## config.mk

```make
export PLATFORM = sky130hd
export DESIGN_NAME = bit32_serial_subtractor_flat
export DESIGN_NICKNAME = d
export VERILOG_FILES = /design/src/rtl/bit32_serial_subtractor_if.sv /design/src/rtl/bit32_serial_subtractor.sv /design/src/flat_wrapper.sv
export SDC_FILE = /design/constraint.sdc
export NUM_CORES = 1
export LEC_CHECK = 0
export ABC_CLOCK_PERIOD_IN_PS = 8600
export BUFFER_PORTS_ARGS = -buffer_cell sky130_fd_sc_hd__buf_2
export CAP_MARGIN = 20
export CORE_MARGIN = 2
export CORE_UTILIZATION = 30
export DETAILED_ROUTE_END_ITERATION = 10
export PLACE_DENSITY = 0.57
export SLEW_MARGIN = 20
export SYNTH_ARGS = -nofsm -noshare
export SYNTH_HDL_FRONTEND = slang
export SYNTH_SLANG_ARGS = --single-unit
```

## constraint.sdc

```tcl
create_clock -name clk -period 8.6 [get_ports clk]
set_input_delay 1.72 -clock clk [delete_from_list [all_inputs] [get_ports clk]]
set_output_delay 1.72 -clock clk [all_outputs]
set_load 0.02 [all_outputs]
```

## src/rtl/bit32_serial_subtractor_if.sv

```systemverilog
// Operand/result bundle for bit32_serial_subtractor.
// The optional zero flag exists only when SUB_ZERO_FLAG_EN is defined.
interface bit32_serial_subtractor_if;
  logic        start;
  logic [31:0] a;
  logic [31:0] b;
  logic [31:0] diff;
  logic        bout;
  logic        ovf;
  logic        busy;
  logic        done;
`ifdef SUB_ZERO_FLAG_EN
  logic        zero;

  modport master (output start, a, b, input diff, bout, ovf, busy, done, zero);
  modport slave  (input start, a, b, output diff, bout, ovf, busy, done, zero);
`else
  modport master (output start, a, b, input diff, bout, ovf, busy, done);
  modport slave  (input start, a, b, output diff, bout, ovf, busy, done);
`endif
endinterface

```

## src/rtl/bit32_serial_subtractor.sv

```systemverilog
// Digit-serial 32-bit subtractor, a - b, low digit first through one DIGIT_W-wide stage.
// Optional macro SUB_ZERO_FLAG_EN adds a registered zero-result flag.
//
// state   | meaning
// IDLE    | waiting for start, results held
// RUN     | one digit per edge, digit cnt
// DONE    | one-cycle result-valid pulse, start re-accepted
module bit32_serial_subtractor #(
  parameter int DIGIT_W = 4
) (
  input logic                      clk,
  input logic                      rst,
  bit32_serial_subtractor_if.slave bus
);

  localparam int N  = 32 / DIGIT_W;
  localparam int CW = (N > 1) ? $clog2(N) : 1;
  localparam int SW = DIGIT_W + 1;

  if (!(DIGIT_W == 1 || DIGIT_W == 2 || DIGIT_W == 4 ||
        DIGIT_W == 8 || DIGIT_W == 16 || DIGIT_W == 32)) begin : g_bad_digit_w
    $error("bit32_serial_subtractor: DIGIT_W must be 1, 2, 4, 8, 16 or 32");
  end

  typedef enum logic [1:0] {
    ST_IDLE = 2'd0,
    ST_RUN  = 2'd1,
    ST_DONE = 2'd2
  } state_t;

  state_t          r_state;
  state_t          w_state_next;
  logic [31:0]     r_ra;
  logic [31:0]     r_rb;
  logic [31:0]     r_res;
  logic [CW-1:0]   r_cnt;
  logic            r_c;
  logic [31:0]     r_diff;
  logic            r_bout;
  logic            r_ovf;

  logic            w_accept;
  logic            w_last;
  logic [4:0]      w_base;
  logic [DIGIT_W-1:0] w_a_dig;
  logic [DIGIT_W-1:0] w_b_dig;
  logic [SW-1:0]   w_sum;
  logic [31:0]     w_res_next;
  logic            w_ovf;

  assign w_accept = bus.start && (r_state == ST_IDLE || r_state == ST_DONE);
  assign w_last   = (r_cnt == CW'(N - 1));
  assign w_base   = 5'(r_cnt) * 5'(DIGIT_W);
  assign w_a_dig  = r_ra[w_base +: DIGIT_W];
  assign w_b_dig  = r_rb[w_base +: DIGIT_W];
  // a - b as a + ~b + 1: the carry flop is seeded with 1 at accept
  assign w_sum    = {1'b0, w_a_dig} + {1'b0, ~w_b_dig} + SW'(r_c);

  always_comb begin
    w_res_next = r_res;
    w_res_next[w_base +: DIGIT_W] = w_sum[DIGIT_W-1:0];
  end

  assign w_ovf = (r_ra[31] != r_rb[31]) && (w_res_next[31] != r_ra[31]);

  always_ff @(posedge clk) begin
    if (rst) r_state <= ST_IDLE;
    else     r_state <= w_state_next;
  end

  always_comb begin
    w_state_next = r_state;
    case (r_state)
      ST_IDLE: if (bus.start) w_state_next = ST_RUN;
      ST_RUN:  if (w_last)    w_state_next = ST_DONE;
      ST_DONE: w_state_next = bus.start ? ST_RUN : ST_IDLE;
      default: w_state_next = ST_IDLE;
    endcase
  end

  always_ff @(posedge clk) begin
    if (rst) begin
      r_ra   <= '0;
      r_rb   <= '0;
      r_res  <= '0;
      r_cnt  <= '0;
      r_c    <= 1'b0;
      r_diff <= '0;
      r_bout <= 1'b0;
      r_ovf  <= 1'b0;
    end else if (w_accept) begin
      r_ra  <= bus.a;
      r_rb  <= bus.b;
      r_c   <= 1'b1;
      r_cnt <= '0;
    end else if (r_state == ST_RUN) begin
      r_res <= w_res_next;
      r_c   <= w_sum[DIGIT_W];
      r_cnt <= r_cnt + CW'(1);
      if (w_last) begin
        r_diff <= w_res_next;
        r_bout <= ~w_sum[DIGIT_W];
        r_ovf  <= w_ovf;
      end
    end
  end

`ifdef SUB_ZERO_FLAG_EN
  logic r_zero;

  always_ff @(posedge clk) begin
    if (rst)                              r_zero <= 1'b0;
    else if (!w_accept && r_state == ST_RUN && w_last) r_zero <= (w_res_next == 32'd0);
  end

  assign bus.zero = r_zero;
`endif

  assign bus.diff = r_diff;
  assign bus.bout = r_bout;
  assign bus.ovf  = r_ovf;
  assign bus.busy = (r_state == ST_RUN);
  assign bus.done = (r_state == ST_DONE);

endmodule

```

## src/flat_wrapper.sv

```systemverilog
// flat-port wrapper written by rule: the top's interface ports become plain ports
module bit32_serial_subtractor_flat 
#(
  parameter int DIGIT_W = 4
)
  (clk, rst, bus_start, bus_a, bus_b, bus_diff, bus_bout, bus_ovf, bus_busy, bus_done);
  bit32_serial_subtractor_if bus_i ();
  input logic clk;
  input logic rst;
  input wire logic [$bits(bus_i.start)-1:0] bus_start;
  input wire logic [$bits(bus_i.a)-1:0] bus_a;
  input wire logic [$bits(bus_i.b)-1:0] bus_b;
  output wire logic [$bits(bus_i.diff)-1:0] bus_diff;
  output wire logic [$bits(bus_i.bout)-1:0] bus_bout;
  output wire logic [$bits(bus_i.ovf)-1:0] bus_ovf;
  output wire logic [$bits(bus_i.busy)-1:0] bus_busy;
  output wire logic [$bits(bus_i.done)-1:0] bus_done;
  assign bus_i.start = bus_start;
  assign bus_i.a = bus_a;
  assign bus_i.b = bus_b;
  assign bus_diff = bus_i.diff;
  assign bus_bout = bus_i.bout;
  assign bus_ovf = bus_i.ovf;
  assign bus_busy = bus_i.busy;
  assign bus_done = bus_i.done;
  bit32_serial_subtractor #(.DIGIT_W(DIGIT_W)) u_core (.clk(clk), .rst(rst), .bus(bus_i));
endmodule
```

==> results of run 1 <==
## flip-flops by register name, indices dropped and copies added (netlist names)
| name | flops |
|---|---|
| u_core.bus.bout | 1 |
| u_core.bus.diff | 32 |
| u_core.bus.ovf | 1 |
| u_core.r_c | 1 |
| u_core.r_cnt | 3 |
| u_core.r_ra | 32 |
| u_core.r_rb | 32 |
| u_core.r_res | 32 |
| u_core.r_state | 2 |
## layer usage
layer	wire, µm	vias to the layer above
li1	-	2532
met1	7480	2267
met4	176	2
met2	6920	119
met3	707	16
met5	13	-
## cell type report
type                       count  area (µm²)
sequential                   136        2720
fill                        2042       12300
tap                          265         332
timing repair buffer         109         566
inverter                       6        22.5
clock buffer                  20         457
clock inverter                11         149
multi-input combinational    492        2970
## report_power, final
part | total, µW | internal [µW] | switching, µW
registers | 667 | 652 | 14.8
logic | 174 | 63.3 | 111
clock network | 750 | 469 | 280
## worst reg2reg max path, delay by kind of cell (launching register included)
| family | cells | cell delay, ps |
|---|---|---|
| and+or+nand+nor | 3 | 910 |
| muxes | 2 | 810 |
| DFF | 1 | 700 |
| buffers and inverters | 1 | 390 |
| AOI/OAI and AO/OA | 1 | 390 |
| adders and majority gates | 1 | 280 |
## through the flow
stage | area (µm²) | util, % | setup WS, ps
after global placement | 6610 | 33.8 | 5000
after global routing | 7220 | 37.0 | 4670
after floorplan | 5990 | - | 5450
after detailed placement | 6610 | 33.8 | 4960
after CTS | 7210 | 36.9 | 4940
final | 7220 | 37.0 | 4970
## kinds of logic after synthesis
kind of cell	Yosys count	share of synthesized area (%)
simple gates	292	22.0
xor+xnor	2	0.292
buf+inv	73	5.28
flops	136	45.4
mux	35	9.19
fa+ha+maj	9	2.13
compound gates	154	15.7
## cells in the final DEF, fill, tap and decap left out, types with 3 or more instances in the layout
cell type / count
nor2_1: 51
a21o_1: 4
a211oi_1: 24
clkbuf_16: 17
clkinv_4: 3
o211ai_1: 16
buf_2: 101
bufinv_16: 3
a311oi_1: 10
nor3_1: 6
a21oi_1: 92
nand2_1: 168
and2_1: 5
buf_4: 8
nor2b_1: 6
clkinvlp_4: 3
nand3_1: 19
mux4_2: 16
dfxtp_1: 136
nand4_1: 3
mux2i_1: 19
ha_1: 7
inv_1: 5
nand2b_1: 10
## final timing paths
kind                        from             endpoint  slack [ps]  cells after the start
max              u_core.r_cnt[0]  u_core.bus.diff[31]        4970                      8
min          u_core.bus.diff[28]  u_core.bus.diff[28]         450                      2
max reg2reg      u_core.r_cnt[0]  u_core.bus.diff[31]        4970                      8
min reg2reg  u_core.bus.diff[28]  u_core.bus.diff[28]         450                      2
==> flow_summary_export.csv, run 1 <==
group,metric,value,unit
yosys,synth_common_cells,"168 x nand2_1, 136 x dfxtp_1, 92 x a21oi_1",
critical_path,cp.buffers_inverters,1,
routing,detailedRoute.firstPassIterationCount,5,
grt,first_global_vias,4782,
grt,grt_first_pass_wirelength,25100,µm
grt,grt.overflow.total,0,
yosys,synth_top_cell_by_area,"dfxtp_1",
yosys,ys_ff_latch,136,
routing,first_iter_violations,270,
routing,vias_per_cell,4.75,
yosys,synth.area.top_cells,"dfxtp_1 45%, nand2_1 11%, a21oi_1 7.7%",
timing,max_slew_headroom,32.8,%
grt,grt_antenna_before_repair,1,
timing,finalMaxSlewViolations,0,
cts,ctsRootBufferMaster,"clkbuf_16",
cts,cts_setup_buffers,0,
die,initial_core_util,30.7,%
critical_path,worst_setup_path_start_kind,"register",
power,vdd_ir_drop_max,0.000149,V
grt,groute.layer.met1.usage,20.3,%
die,placementRows,51,
critical_path,cp.required,8870,ps
routing,detailroute.via_count,4936,
yosys,mappedNetlistNets,777,
critical_path,timing.critical_path.max_delay_family,"simple AND/OR/NAND/NOR gates",
cts,htree_num_levels,4,
critical_path,timing.critical_path.arrival,3900,ps
critical_path,timing.critical_path.fanout_max,18,
timing,worst-slew-pin-transition,1010,ps
yosys,synth.cell_area,5990,µm²
yosys,netlist-cell-type-count,52,
timing,report.final.hold_viol_count,0,
timing,final-setup-viol-count,0,
cts,hold_buffers,0,
die,die_w,145,µm
cells_and_area,layout.nets,838,
grt,grt_use_met2,22.6,%
cts,clock_tree.buffer_depth,2,
yosys,syn-mean-instance-area,8.55,µm²
critical_path,crit_path_cell_trace,"buf_4 > mux4_2 > mux2i_1 > ha_1 > and3b_1 > or3_1 > a311oi_1 > nor3_1",
die,io-pin-count,103,
grt,globalRoute.busiestLayer,"met2",
timing,timing.hold.ws,445,ps
yosys,synthesis.instances,701,
placed_design,dpl.cell_count,1008,
critical_path,crit_path_max_incr_delay,700,ps
yosys,synth-edff-count,0,
grt,gr-usage-met3,3.54,%
cts,clock_tree_from_tritoncts,"yes",
placed_design,buffer_ports.inserted,102,
placed_design,detail_placement_hpwl,10100,µm
yosys,synth_sequential_area_ratio,45.4,%
power,power_per_cell_area,220,nW/µm²
cells_and_area,drive_above_1_share,22.0,%
critical_path,critical_path_class,"register to register",
cts,clock_latency_reported_for_the_late_side_of_the_worst_skew_pair,420,ps
yosys,ys.flop_type,"dfxtp_1",
power,finalPower,1590,µW
routing,avgRoutedWirePerCell,14.7,µm
routing,post-route-drc-count,0,
yosys,async_reset_ff_share,0,%
outcome,outcome,"finished, final reports clean",
grt,grt.total_usage,14.9,%
cts,numClockSinks,136,
yosys,yosysTopAreaCellShare,45.4,%
yosys,yosys_warnings,0,
die,core_region_area,19500,µm²
timing,rsz0062_at_grt,"no",
job,cap_viol_max_count,0,
critical_path,critical_path.slowest_cell,"dfxtp_1",
min_path,min_path_type,"register to register",
power,leakagePower,0.00271,µW
placed_design,place_congestion,0.770,
routing,drt-total-wl,15300,µm
cts,cts_resized,0,
timing,finalCriticalPeriod,3630,ps
timing,final.setup_skew,8.10,ps
critical_path,endpoint_kind,"register",
cells_and_area,synthToLayoutAreaGrowth,20.5,%
cts,cts_made_buffers,17,
cells_and_area,layout.cells.non_filler,1039,
timing,final.setup.tns,0,ps
grt,grt_max_degree,96,
die,die_h,145,µm
die,design.die.area,21100,µm²
routing,postRouteAntennaNets,0,
timing,layout_worst_path_cycle_share,42.2,%
cts,cts.clk_slew.worst_paths,60,ps
yosys,synthMostInstantiatedCell,"nand2_1",
cells_and_area,antenna_cells_inserted,0,
timing,highest_achievable_clock_rate,0.276,GHz
(Power assumes the default switching activity.)
==> run 2, diff against run 1 <==
Settings changed: ABC_CLOCK_PERIOD_IN_PS 8600 to 3300, PLACE_DENSITY 0.57 to 0.59.
Clock period 8.6 ns to 3.3 ns, I/O delays scaled along.
==> flow_summary_export.csv, run 2 (synthesized netlist as in run 1, its figures left out) <==
group,metric,value,unit
outcome,outcome,"finished, final reports clean",
timing,finalMaxSlewViolations,0,
cts,cts_setup_buffers,0,
grt,grt_antenna_before_repair,0,
cells_and_area,synthToLayoutAreaGrowth,21.6,%
cts,numClockSinks,136,
die,design.die.area,21100,µm²
timing,report.final.hold_viol_count,0,
cts,clock_tree.buffer_depth,2,
min_path,worst_hold_path.endpoint,"u_core.bus.diff[20]",
critical_path,worst_setup_path_start_kind,"register",
grt,grt.total_usage,14.5,%
power,leakagePower,0.00276,µW
critical_path,reg2reg_setup_slack,240,ps
die,die_h,145,µm
cts,cts_made_buffers,17,
critical_path,timing.critical_path.fanout_max,15,
routing,avgRoutedWirePerCell,14.5,µm
cts,clock_latency_reported_for_the_late_side_of_the_worst_skew_pair,420,ps
cts,cts_resized,0,
power,cellInternalPower,3010,µW
power,power.combinational.fraction,11.9,%
die,die_w,145,µm
power,p_clk_share,45.1,%
timing,highest_achievable_clock_rate,0.327,GHz
routing,post-route-drc-count,0,
critical_path,timing.critical_path.arrival,3380,ps
grt,grt_first_pass_wirelength,24800,µm
die,core_region_area,19500,µm²
cells_and_area,layout_common_cells,"168 x nand2_1, 136 x dfxtp_1, 101 x buf_2, 92 x a21oi_1, 51 x nor2_1",
timing,final.setup.tns,0,ps
critical_path,reg2regPathDepth,8,
routing,vias_per_cell,4.81,
routing,first_iter_violations,218,
cells_and_area,most_common_library_cell_in_the_layout_ignoring_fill_and_taps,"nand2_1",
critical_path,cp.required,3630,ps
timing,rsz0062_at_grt,"no",
die,io-pin-count,103,
cells_and_area,layout.filler_cells,2100,
min_path,min_path_type,"register to register",
min_path,hold_depth,2,
timing,max_slew_headroom,56.1,%
job,cap_viol_max_count,0,
routing,detailedRoute.firstPassIterationCount,4,
cts,clock_tree_from_tritoncts,"yes",
power,switching_power,1020,µW
critical_path,reg2reg_from,"u_core.r_cnt[0]",
timing,layout_worst_path_cycle_share,92.7,%
die,initial_core_util,30.7,%
power,finalPower,4030,µW
timing,worst-slew-pin-transition,658,ps
critical_path,critical_path_class,"register to register",
timing,final-setup-viol-count,0,
routing,postRouteAntennaNets,0,
placed_design,detail_placement_hpwl,10400,µm
critical_path,endpoint_kind,"register",
power,power_per_cell_area,553,nW/µm²
cells_and_area,drive_above_1_share,22.8,%
grt,grt.overflow.total,0,
grt,grt_max_degree,58,
critical_path,reg2reg_capture_point,"u_core.bus.ovf",
cells_and_area,antenna_cells_inserted,0,
timing,final.setup_skew,8.15,ps
cts,cts.clk_slew.worst_paths,60,ps
die,placementRows,51,
placed_design,buffer_ports.inserted,102,
cts,hold_buffers,0,
cts,htree_num_levels,4,
power,vdd_ir_drop_max,0.000301,V
power,share_seq_of_total_power,43.0,%
routing,drt-total-wl,15200,µm
min_path,hold_path.startpoint,"u_core.bus.diff[20]",
routing,detailroute.via_count,5047,
power,switching_share,25.3,%
cells_and_area,layout.nets,848,
cts,ctsRootBufferMaster,"clkbuf_16",
timing,finalCriticalPeriod,3060,ps
placed_design,place_congestion,0.798,
grt,first_global_vias,4753,
run 2: critical path, stage by stage (launching register included):
cell and delay, ps:
dfxtp_1 330, buf_4 210, mux4_2 510, mux2i_1 310, ha_1 290, and3b_1 180, or3_1 610, a21o_1 270
a311oi_1 240
run 2: how the worst max path moves through the flow:
| stage | startpoint | slack, ps | cells after the start | endpoint |
|---|---|---|---|---|
| 2_1_floorplan | u_core.r_cnt[0] | 150 | 12 | u_core.bus.diff[30] |
| 6_report | u_core.r_cnt[0] | 240 | 8 | u_core.bus.ovf |
| 4_1_cts | u_core.r_cnt[0] | 210 | 8 | u_core.bus.ovf |
| 3_5_place_dp | u_core.r_cnt[0] | 240 | 8 | u_core.bus.ovf |
| 5_1_grt | u_core.r_cnt[0] | 60 | 8 | u_core.bus.ovf |
| 3_3_place_gp | u_core.r_cnt[0] | 330 | 8 | u_core.bus.ovf |
run 2: cell type report:
type | instances | area [µm²] | share of cell area [%]
tap | 265 | 332 | 4.55
clock buffer | 24 | 502 | 6.88
multi-input combinational | 492 | 2960 | 40.7
sequential | 136 | 2720 | 37.4
timing repair buffer | 119 | 678 | 9.30
inverter | 6 | 22.5 | 0.309
clock inverter | 7 | 67.6 | 0.927
run 2: through the flow:
stage	instances	area (µm²)	setup WS [ps]	hold WS, ps	util [%]
2_1_floorplan	701	5990	149	433	-
3_3_place_gp	1018	6720	331	436	34.4
3_5_place_dp	1018	6720	238	444	34.4
4_1_cts	1049	7290	210	450	37.3
5_1_grt	1049	7290	64.6	464	37.3
6_report	1049	7290	241	446	37.3
run 2: layer usage:
| metal | routed length, µm | global-route usage, % | part of all wire [%] | vias up |
|---|---|---|---|---|
| li1 | - | - | - | 2558 |
| met2 | 6930 | 22.3 | 46 | 138 |
| met5 | 0 | 0 | 0 | - |
| met3 | 840 | 3.82 | 5.5 | 19 |
| met1 | 7220 | 20.0 | 47 | 2332 |
| met4 | 214 | 4.56 | 1.4 | 0 |
run 2: power by group through the flow:
stage / logic [µW] / registers, µW / clock network (µW)
6_report: 478 / 1730 / 1820
5_1_grt: 533 / 1740 / 1930
4_1_cts: 482 / 1730 / 1860
3_5_place_dp: 480 / 1770 / 0
3_3_place_gp: 472 / 1770 / 0
2_1_floorplan: 325 / 1750 / 0
